### config.mk
export PLATFORM = sky130hd
export DESIGN_NAME = fp_int_mac
export DESIGN_NICKNAME = d
export VERILOG_FILES = /design/src/rtl/fp_int_mac_pkg.sv /design/src/rtl/fp_int_mac_serial_mul.sv /design/src/rtl/fp_int_mac.sv
export SDC_FILE = /design/constraint.sdc
export NUM_CORES = 1
export LEC_CHECK = 0
export ABC_CLOCK_PERIOD_IN_PS = 13800
export CAP_MARGIN = 20
export CORE_ASPECT_RATIO = 1.4
export CORE_MARGIN = 2
export CORE_UTILIZATION = 50
export DETAILED_ROUTE_END_ITERATION = 7
export HOLD_SLACK_MARGIN = 0.08
export PLACE_DENSITY = 0.73
export SYNTH_ARGS = -nofsm -noshare
export SYNTH_HDL_FRONTEND = slang
export SYNTH_SLANG_ARGS = --single-unit
### constraint.sdc
create_clock -name clk -period 13.8 [get_ports clk]
set_input_delay 1.38 -clock clk [delete_from_list [all_inputs] [get_ports clk]]
set_output_delay 1.38 -clock clk [all_outputs]
set_load 0.05 [all_outputs]
### src/rtl/fp_int_mac_pkg.sv
// Shared FP16 field layout, denormal exponent and FSM encoding for the
// fp_int_mac multiply-accumulate lane.
package fp_int_mac_pkg;

  localparam int SIGN_BIT = 15;
  localparam int EXP_W    = 5;
  localparam int FRAC_W   = 10;
  localparam int MANT_W   = FRAC_W + 1;

  // Zero and subnormal activations use exponent 1 with a hidden bit of 0.
  localparam logic [EXP_W-1:0] DENORM_EXP = 5'd1;

  typedef enum logic [1:0] {
    IDLE,
    MUL,
    ALIGN,
    ACC
  } state_t;

endpackage

### src/rtl/fp_int_mac_serial_mul.sv
// Unsigned shift-add multiplier, one multiplier bit per cycle, LSB first.
// B_W cycles after start the full product sits on product.
module fp_int_mac_serial_mul #(
  parameter int A_W = 11,
  parameter int B_W = 4
) (
  input  logic               clk,
  input  logic               rst,
  input  logic               start,
  input  logic [A_W-1:0]     a,
  input  logic [B_W-1:0]     b,
  output logic [A_W+B_W-1:0] product,
  output logic               done
);

  localparam int P_W   = A_W + B_W;
  localparam int CNT_W = $clog2(B_W + 1);

  logic [P_W-1:0]   mcand;
  logic [B_W-1:0]   mplier;
  logic [CNT_W-1:0] cnt;
  logic             busy;

  // Handshake: start is a single-cycle request that loads a and b. done is
  // high during the cycle whose closing edge writes the last partial sum, so
  // product is valid from that edge onward and holds until the next start.
  assign done = busy && (cnt == CNT_W'(B_W - 1));

  always_ff @(posedge clk or posedge rst) begin
    if (rst) begin
      mcand   <= '0;
      mplier  <= '0;
      product <= '0;
      cnt     <= '0;
      busy    <= 1'b0;
    end else if (start) begin
      mcand   <= P_W'(a);
      mplier  <= b;
      product <= '0;
      cnt     <= '0;
      busy    <= 1'b1;
    end else if (busy) begin
      if (mplier[0]) begin
        product <= product + mcand;
      end
      mcand  <= mcand << 1;
      mplier <= mplier >> 1;
      cnt    <= cnt + 1'b1;
      if (done) begin
        busy <= 1'b0;
      end
    end
  end

endmodule

### src/rtl/fp_int_mac.sv
// FP16 activation x signed INT weight, aligned to a block exponent and added
// to a caller-held accumulator. Define FP_INT_MAC_SATURATE_EN for saturation.
module fp_int_mac
  import fp_int_mac_pkg::*;
#(
  parameter int ACT_WIDTH = 16,
  parameter int W_WIDTH   = 4,
  parameter int ACC_WIDTH = 32
) (
  input  logic                 clk,
  input  logic                 rst,
  input  logic                 start,
  input  logic [ACT_WIDTH-1:0] activation,
  input  logic [W_WIDTH-1:0]   weight,
  input  logic [EXP_W-1:0]     exp_min,
  input  logic [ACC_WIDTH-1:0] fixed_point_acc,
  output logic [EXP_W-1:0]     exp_out,
  output logic [ACC_WIDTH-1:0] fixed_point_out,
  output logic                 done
);

  localparam int P_W = MANT_W + W_WIDTH;
`ifdef FP_INT_MAC_SATURATE_EN
  // Wide enough to hold the product after the largest left shift.
  localparam int WIDE_W = ACC_WIDTH + P_W + (1 << EXP_W);
  localparam logic [ACC_WIDTH-1:0] SAT_MAX = {1'b0, {(ACC_WIDTH-1){1'b1}}};
  localparam logic [ACC_WIDTH-1:0] SAT_MIN = {1'b1, {(ACC_WIDTH-1){1'b0}}};
`else
  localparam int WIDE_W = ACC_WIDTH;
`endif

  state_t state_q, state_d;
  logic   mul_start, mul_done;

  logic [EXP_W-1:0]     act_e, eff_e;
  logic [MANT_W-1:0]    mant;
  logic [W_WIDTH-1:0]   w_mag;
  logic [P_W-1:0]       p;

  logic                 s_q;
  logic [EXP_W-1:0]     e_q, exp_min_q;
  logic [ACC_WIDTH-1:0] acc_q, v_q, v_d, sum_d, q;
  logic                 d_neg;
  logic [EXP_W-1:0]     lshift, rshift;
  logic [WIDE_W-1:0]    wide_l;

  assign act_e = activation[SIGN_BIT-1 -: EXP_W];
  assign eff_e = (act_e == '0) ? DENORM_EXP : act_e;
  assign mant  = {act_e != '0, activation[FRAC_W-1:0]};
  assign w_mag = weight[W_WIDTH-1] ? (~weight + 1'b1) : weight;

  fp_int_mac_serial_mul #(
    .A_W(MANT_W),
    .B_W(W_WIDTH)
  ) u_mul (
    .clk    (clk),
    .rst    (rst),
    .start  (mul_start),
    .a      (mant),
    .b      (w_mag),
    .product(p),
    .done   (mul_done)
  );

  always_ff @(posedge clk or posedge rst) begin
    if (rst) begin
      state_q <= IDLE;
    end else begin
      state_q <= state_d;
    end
  end

  always_comb begin
    state_d   = state_q;
    mul_start = 1'b0;
    case (state_q)
      IDLE: begin
        if (start) begin
          mul_start = 1'b1;
          state_d   = MUL;
        end
      end
      MUL:     if (mul_done) state_d = ALIGN;
      ALIGN:   state_d = ACC;
      ACC:     state_d = IDLE;
      default: state_d = IDLE;
    endcase
  end

  // d = E - exp_min split into direction and magnitude to keep shifts unsigned.
  always_comb begin
    d_neg  = e_q < exp_min_q;
    lshift = e_q - exp_min_q;
    rshift = exp_min_q - e_q;
    wide_l = WIDE_W'(p) << lshift;
    q      = d_neg ? ACC_WIDTH'(p >> rshift) : wide_l[ACC_WIDTH-1:0];
`ifdef FP_INT_MAC_SATURATE_EN
    if ((!d_neg && (|wide_l[WIDE_W-1:ACC_WIDTH])) ||
        (s_q ? (q > SAT_MIN) : (q > SAT_MAX))) begin
      v_d = s_q ? SAT_MIN : SAT_MAX;
    end else begin
      v_d = s_q ? (~q + 1'b1) : q;
    end
`else
    v_d = s_q ? (~q + 1'b1) : q;
`endif
  end

`ifdef FP_INT_MAC_SATURATE_EN
  logic [ACC_WIDTH:0] sum_ext;
  always_comb begin
    sum_ext = {acc_q[ACC_WIDTH-1], acc_q} + {v_q[ACC_WIDTH-1], v_q};
    sum_d   = sum_ext[ACC_WIDTH-1:0];
    if (sum_ext[ACC_WIDTH] != sum_ext[ACC_WIDTH-1]) begin
      sum_d = sum_ext[ACC_WIDTH] ? SAT_MIN : SAT_MAX;
    end
  end
`else
  assign sum_d = acc_q + v_q;
`endif

  always_ff @(posedge clk or posedge rst) begin
    if (rst) begin
      s_q             <= 1'b0;
      e_q             <= '0;
      exp_min_q       <= '0;
      acc_q           <= '0;
      v_q             <= '0;
      exp_out         <= '0;
      fixed_point_out <= '0;
      done            <= 1'b0;
    end else begin
      done <= 1'b0;
      if (mul_start) begin
        s_q       <= activation[SIGN_BIT] ^ weight[W_WIDTH-1];
        e_q       <= eff_e;
        exp_min_q <= exp_min;
        acc_q     <= fixed_point_acc;
      end
      if (state_q == ALIGN) begin
        v_q <= v_d;
      end
      if (state_q == ACC) begin
        fixed_point_out <= sum_d;
        exp_out         <= exp_min_q;
        done            <= 1'b1;
      end
    end
  end

endmodule

==> results.md <==
* Overall fraction of global-route tracks in use at 26.0%
* Input/output buffers at 97
* Clock Pin Slew Worst Setup and Hold Paths at 0.06 ns
* Count of inserted antenna diode cells at 0
* Wire length of the first global-routing pass at 48,600 um
* Ports at 98
* Via count of the first global-routing pass at 9,625
* Number of CTS-inserted buffers at 17
* Post-detailed-route DRC marker count at 0
* Number of setup violations in the final report at 0
* Cell taking the most area after synthesis: sky130_fd_sc_hd__dfrtp_1
* Start point of the worst min-delay path: acc_q[3]
* Final min period at 4.88 ns
* Via total after detailed routing at 9,607
* Mapped Avg Cell Area at 8.95 um^2
* Dominant register cell in the synthesized netlist: sky130_fd_sc_hd__dfrtp_1
* Register bit total from synthesis at 153
* Synth async-reset ratio at 100%
* Die area at 23,700 um^2
* H-tree lvl count at 4
* Tightest slew margin relative to the limit at 30.9%
* Total iterations of the first detailed-routing run at 5
* Unrepaired setup endpoints after global routing: no
* HPWL after DPL at 22,500 um
* Die Ht at 181 um
* Launching instance or port of the critical path: exp_min_q[0]
* Antenna violations before repair at 0
* Placer Congestion at 0.934
* Sum of routed wire length over all layers at 30,000 um
* Die width at 131 um
* Clock latency reported for the late side of the worst-skew pair at 0.45 ns
* Leading cell types by count after synthesis: 207 x sky130_fd_sc_hd__nand2_1, 153 x sky130_fd_sc_hd__dfrtp_1, 83 x sky130_fd_sc_hd__nor2_1
* Count of final hold-check violations at 0
* Total of cells resized after clock tree synthesis at 0
* Number of max-capacitance violations reported at 0
* Maximum number of pins on one net before global-route repair at 103
* Critical path's slowest cell: sky130_fd_sc_hd__fa_1
* Gr ovfl total at 0
* Largest fanout on the critical path at 17
* Row count at 64
* Clock tree from TritonCTS: done
* Outcome: completed
* Total number of clock tree sinks at 153
* Pins over their slew limit at 0
* Count leader, synth: sky130_fd_sc_hd__nand2_1
* Critical path, cell by cell: inv_1 -> ha_1 -> fa_1 -> mux4_2 -> o21ai_0 -> mux2i_1 -> a22oi_1 -> ha_1 -> nand2_1 -> or3_1 -> o41ai_1 -> xnor2_1 -> mux2_2
* Number of design-rule violations left by the first detailed-router iteration at 509
* Worst setup SP type: register
* Warnings, synthesis at 0
* Synthesized area at 11,200 um^2
* Instance count of the mapped netlist at 1,255
* Routed WL per cell at 18.3 um
* Highest Clock Rate at 205 MHz
* Core region area at 21,900 um^2
* Number of flops mapped to enable cells by yosys at 0
* Largest cells by area after synthesis: sky130_fd_sc_hd__dfrtp_1 34%, sky130_fd_sc_hd__ha_1 7.0%, sky130_fd_sc_hd__nand2_1 6.9%, sky130_fd_sc_hd__mux2_2 6.1%, sky130_fd_sc_hd__mux2i_1 4.9%
* Sequential fraction of the synthesis area at 34.1%
* Setup bufs post-CTS at 0
* Data arrival time of the critical path at 5.21 ns
* Count of fill cells added during filler insertion at 1,994
* Worst Setup Path Type: reg -> reg
* Most frequent cell on the critical path: sky130_fd_sc_hd__ha_1
* Initial cell density of the core at 51.2%
* Critical path's largest stage delay at 0.94 ns
* Largest clock skew in the final design at 0.0111 ns
* Hold buffer count at CTS at 0
* Number of library cell types mapped by synthesis at 91
* Aggregate negative setup slack at 0 ns
* Final #Nets at 1,452
* Number of buffers on the longest clock path at 2
* Share of the synthesized area in the top cell type at 34.1%
* Mapped Nets at 1,382
* Fraction of final layout cells with drive strength greater than 1 at 11.5%
* Type of the most critical hold path: reg -> reg
* Share of the clock period used by the worst path at 35.4%
* Endpoint type of the worst setup path: register
* Mean number of vias per cell at 5.88
* Area Overhead vs Synth at 15.9%
* Worst-margin pin slew at 1.03 ns
* Final antenna-violating net count at 0
* Required time of the worst setup path at 14.13 ns
* Clock Tree Root: sky130_fd_sc_hd__clkbuf_16
* Launching point of the worst reg2reg path: exp_min_q[0]
cell type report:
class / instances / area [um^2] / area share (%)
multi-input cells: 994 / 6950 / 53.4
clock buffers: 20 / 457 / 3.51
repair buffers: 113 / 1090 / 8.36
well taps: 297 / 372 / 2.86
inverters: 46 / 178 / 1.37
clock inverters: 12 / 136 / 1.05
flip-flops and latches: 153 / 3830 / 29.4
registers in the layout, summed over array words and instances (netlist names):
signal           cells
acc_q               32
fixed_point_out     32
v_q                 32
u_mul.mcand         15
u_mul.product       15
e_q                  5
exp_min_q            5
exp_out              5
u_mul.mplier         4
u_mul.cnt            3
state_q              2
done                 1
s_q                  1
u_mul.busy           1
kinds of logic (layout without fill, tap and decap cells):
family | count (synthesis) | after routing | share of synthesized area (%)
buffers and inverters | 108 | 191 | 4.01
adders and majority gates | 67 | 67 | 7.73
AOI/OAI and AO/OA | 302 | 302 | 17.8
muxes | 129 | 129 | 13.6
DFF | 153 | 153 | 34.1
and+or+nand+nor | 429 | 429 | 17.3
xor gates and xnor gates | 67 | 67 | 5.43
placed cells by master (no fill, tap or decap), types with 8 or more instances in the layout:
cell and n:
sky130_fd_sc_hd__nor3_1 25, sky130_fd_sc_hd__ha_1 62, sky130_fd_sc_hd__mux2_2 61, sky130_fd_sc_hd__nor2_1 83, sky130_fd_sc_hd__buf_4 15, sky130_fd_sc_hd__nand2b_1 9, sky130_fd_sc_hd__a2111oi_0 8, sky130_fd_sc_hd__a31oi_1 11
sky130_fd_sc_hd__a21oi_1 81, sky130_fd_sc_hd__nand3_1 28, sky130_fd_sc_hd__o21ai_0 64, sky130_fd_sc_hd__a21o_1 19, sky130_fd_sc_hd__xnor2_1 52, sky130_fd_sc_hd__o21a_1 8, sky130_fd_sc_hd__clkdlybuf4s50_1 97, sky130_fd_sc_hd__o22ai_1 13
sky130_fd_sc_hd__inv_1 43, sky130_fd_sc_hd__nor2b_1 13, sky130_fd_sc_hd__o31ai_1 9, sky130_fd_sc_hd__or3_1 12, sky130_fd_sc_hd__mux2i_1 55, sky130_fd_sc_hd__dfrtp_1 153, sky130_fd_sc_hd__clkbuf_16 17, sky130_fd_sc_hd__nand2_1 207
sky130_fd_sc_hd__mux4_2 13, sky130_fd_sc_hd__a22oi_1 12, sky130_fd_sc_hd__xor2_1 12
layer usage:
layer | routed length, um | share of wire [%] | vias up | track usage (%)
met2 | 16000 | 53 | 227 | 47.9
met4 | 1040 | 3.5 | 0 | 11.0
met3 | 874 | 2.9 | 70 | 4.26
met1 | 12100 | 40 | 4644 | 29.1
li1 | - | - | 4666 | -
met5 | 0 | 0 | - | 0
worst paths after layout:
path,end,cells after the start,slack (ns)
worst max-delay path,v_q[16],13,8.92
worst min-delay path,acc_q[3],2,0.48
worst max register to register,v_q[16],13,8.92
worst min register to register,acc_q[3],2,0.48
max in group asynchronous,u_mul.mplier[2],3,11.00
min in group asynchronous,fixed_point_out[23],2,1.47
worst max-delay path, delay by kind of cell (launching register included):
kind	cells	cell delay, ns
AOI/OAI and AO/OA	3	1.21
DFF	1	0.39
buffers and inverters	1	0.07
adders and majority gates	3	1.37
muxes	3	0.89
and+or+nand+nor	2	0.69
xor gates and xnor gates	1	0.12
metrics by stage:
stage                     setup slack, ns  hold WS [ns]  cell area [um^2]  util [%]  std cells
final                                8.92         0.481             13000      59.3       1635
after global routing                 8.69         0.509             13000      59.3       1635
after CTS                            9.00         0.486             13000      59.3       1634
after detailed placement             9.04         0.470             12400      56.6       1602
after global placement               9.15         0.465             12400      56.6       1602
after floorplan                      8.30         0.452             11200         -       1255
Power is left out: the tool's default activity adds up to more than one toggle a clock period on the data nets, which glitch-free logic cannot reach.
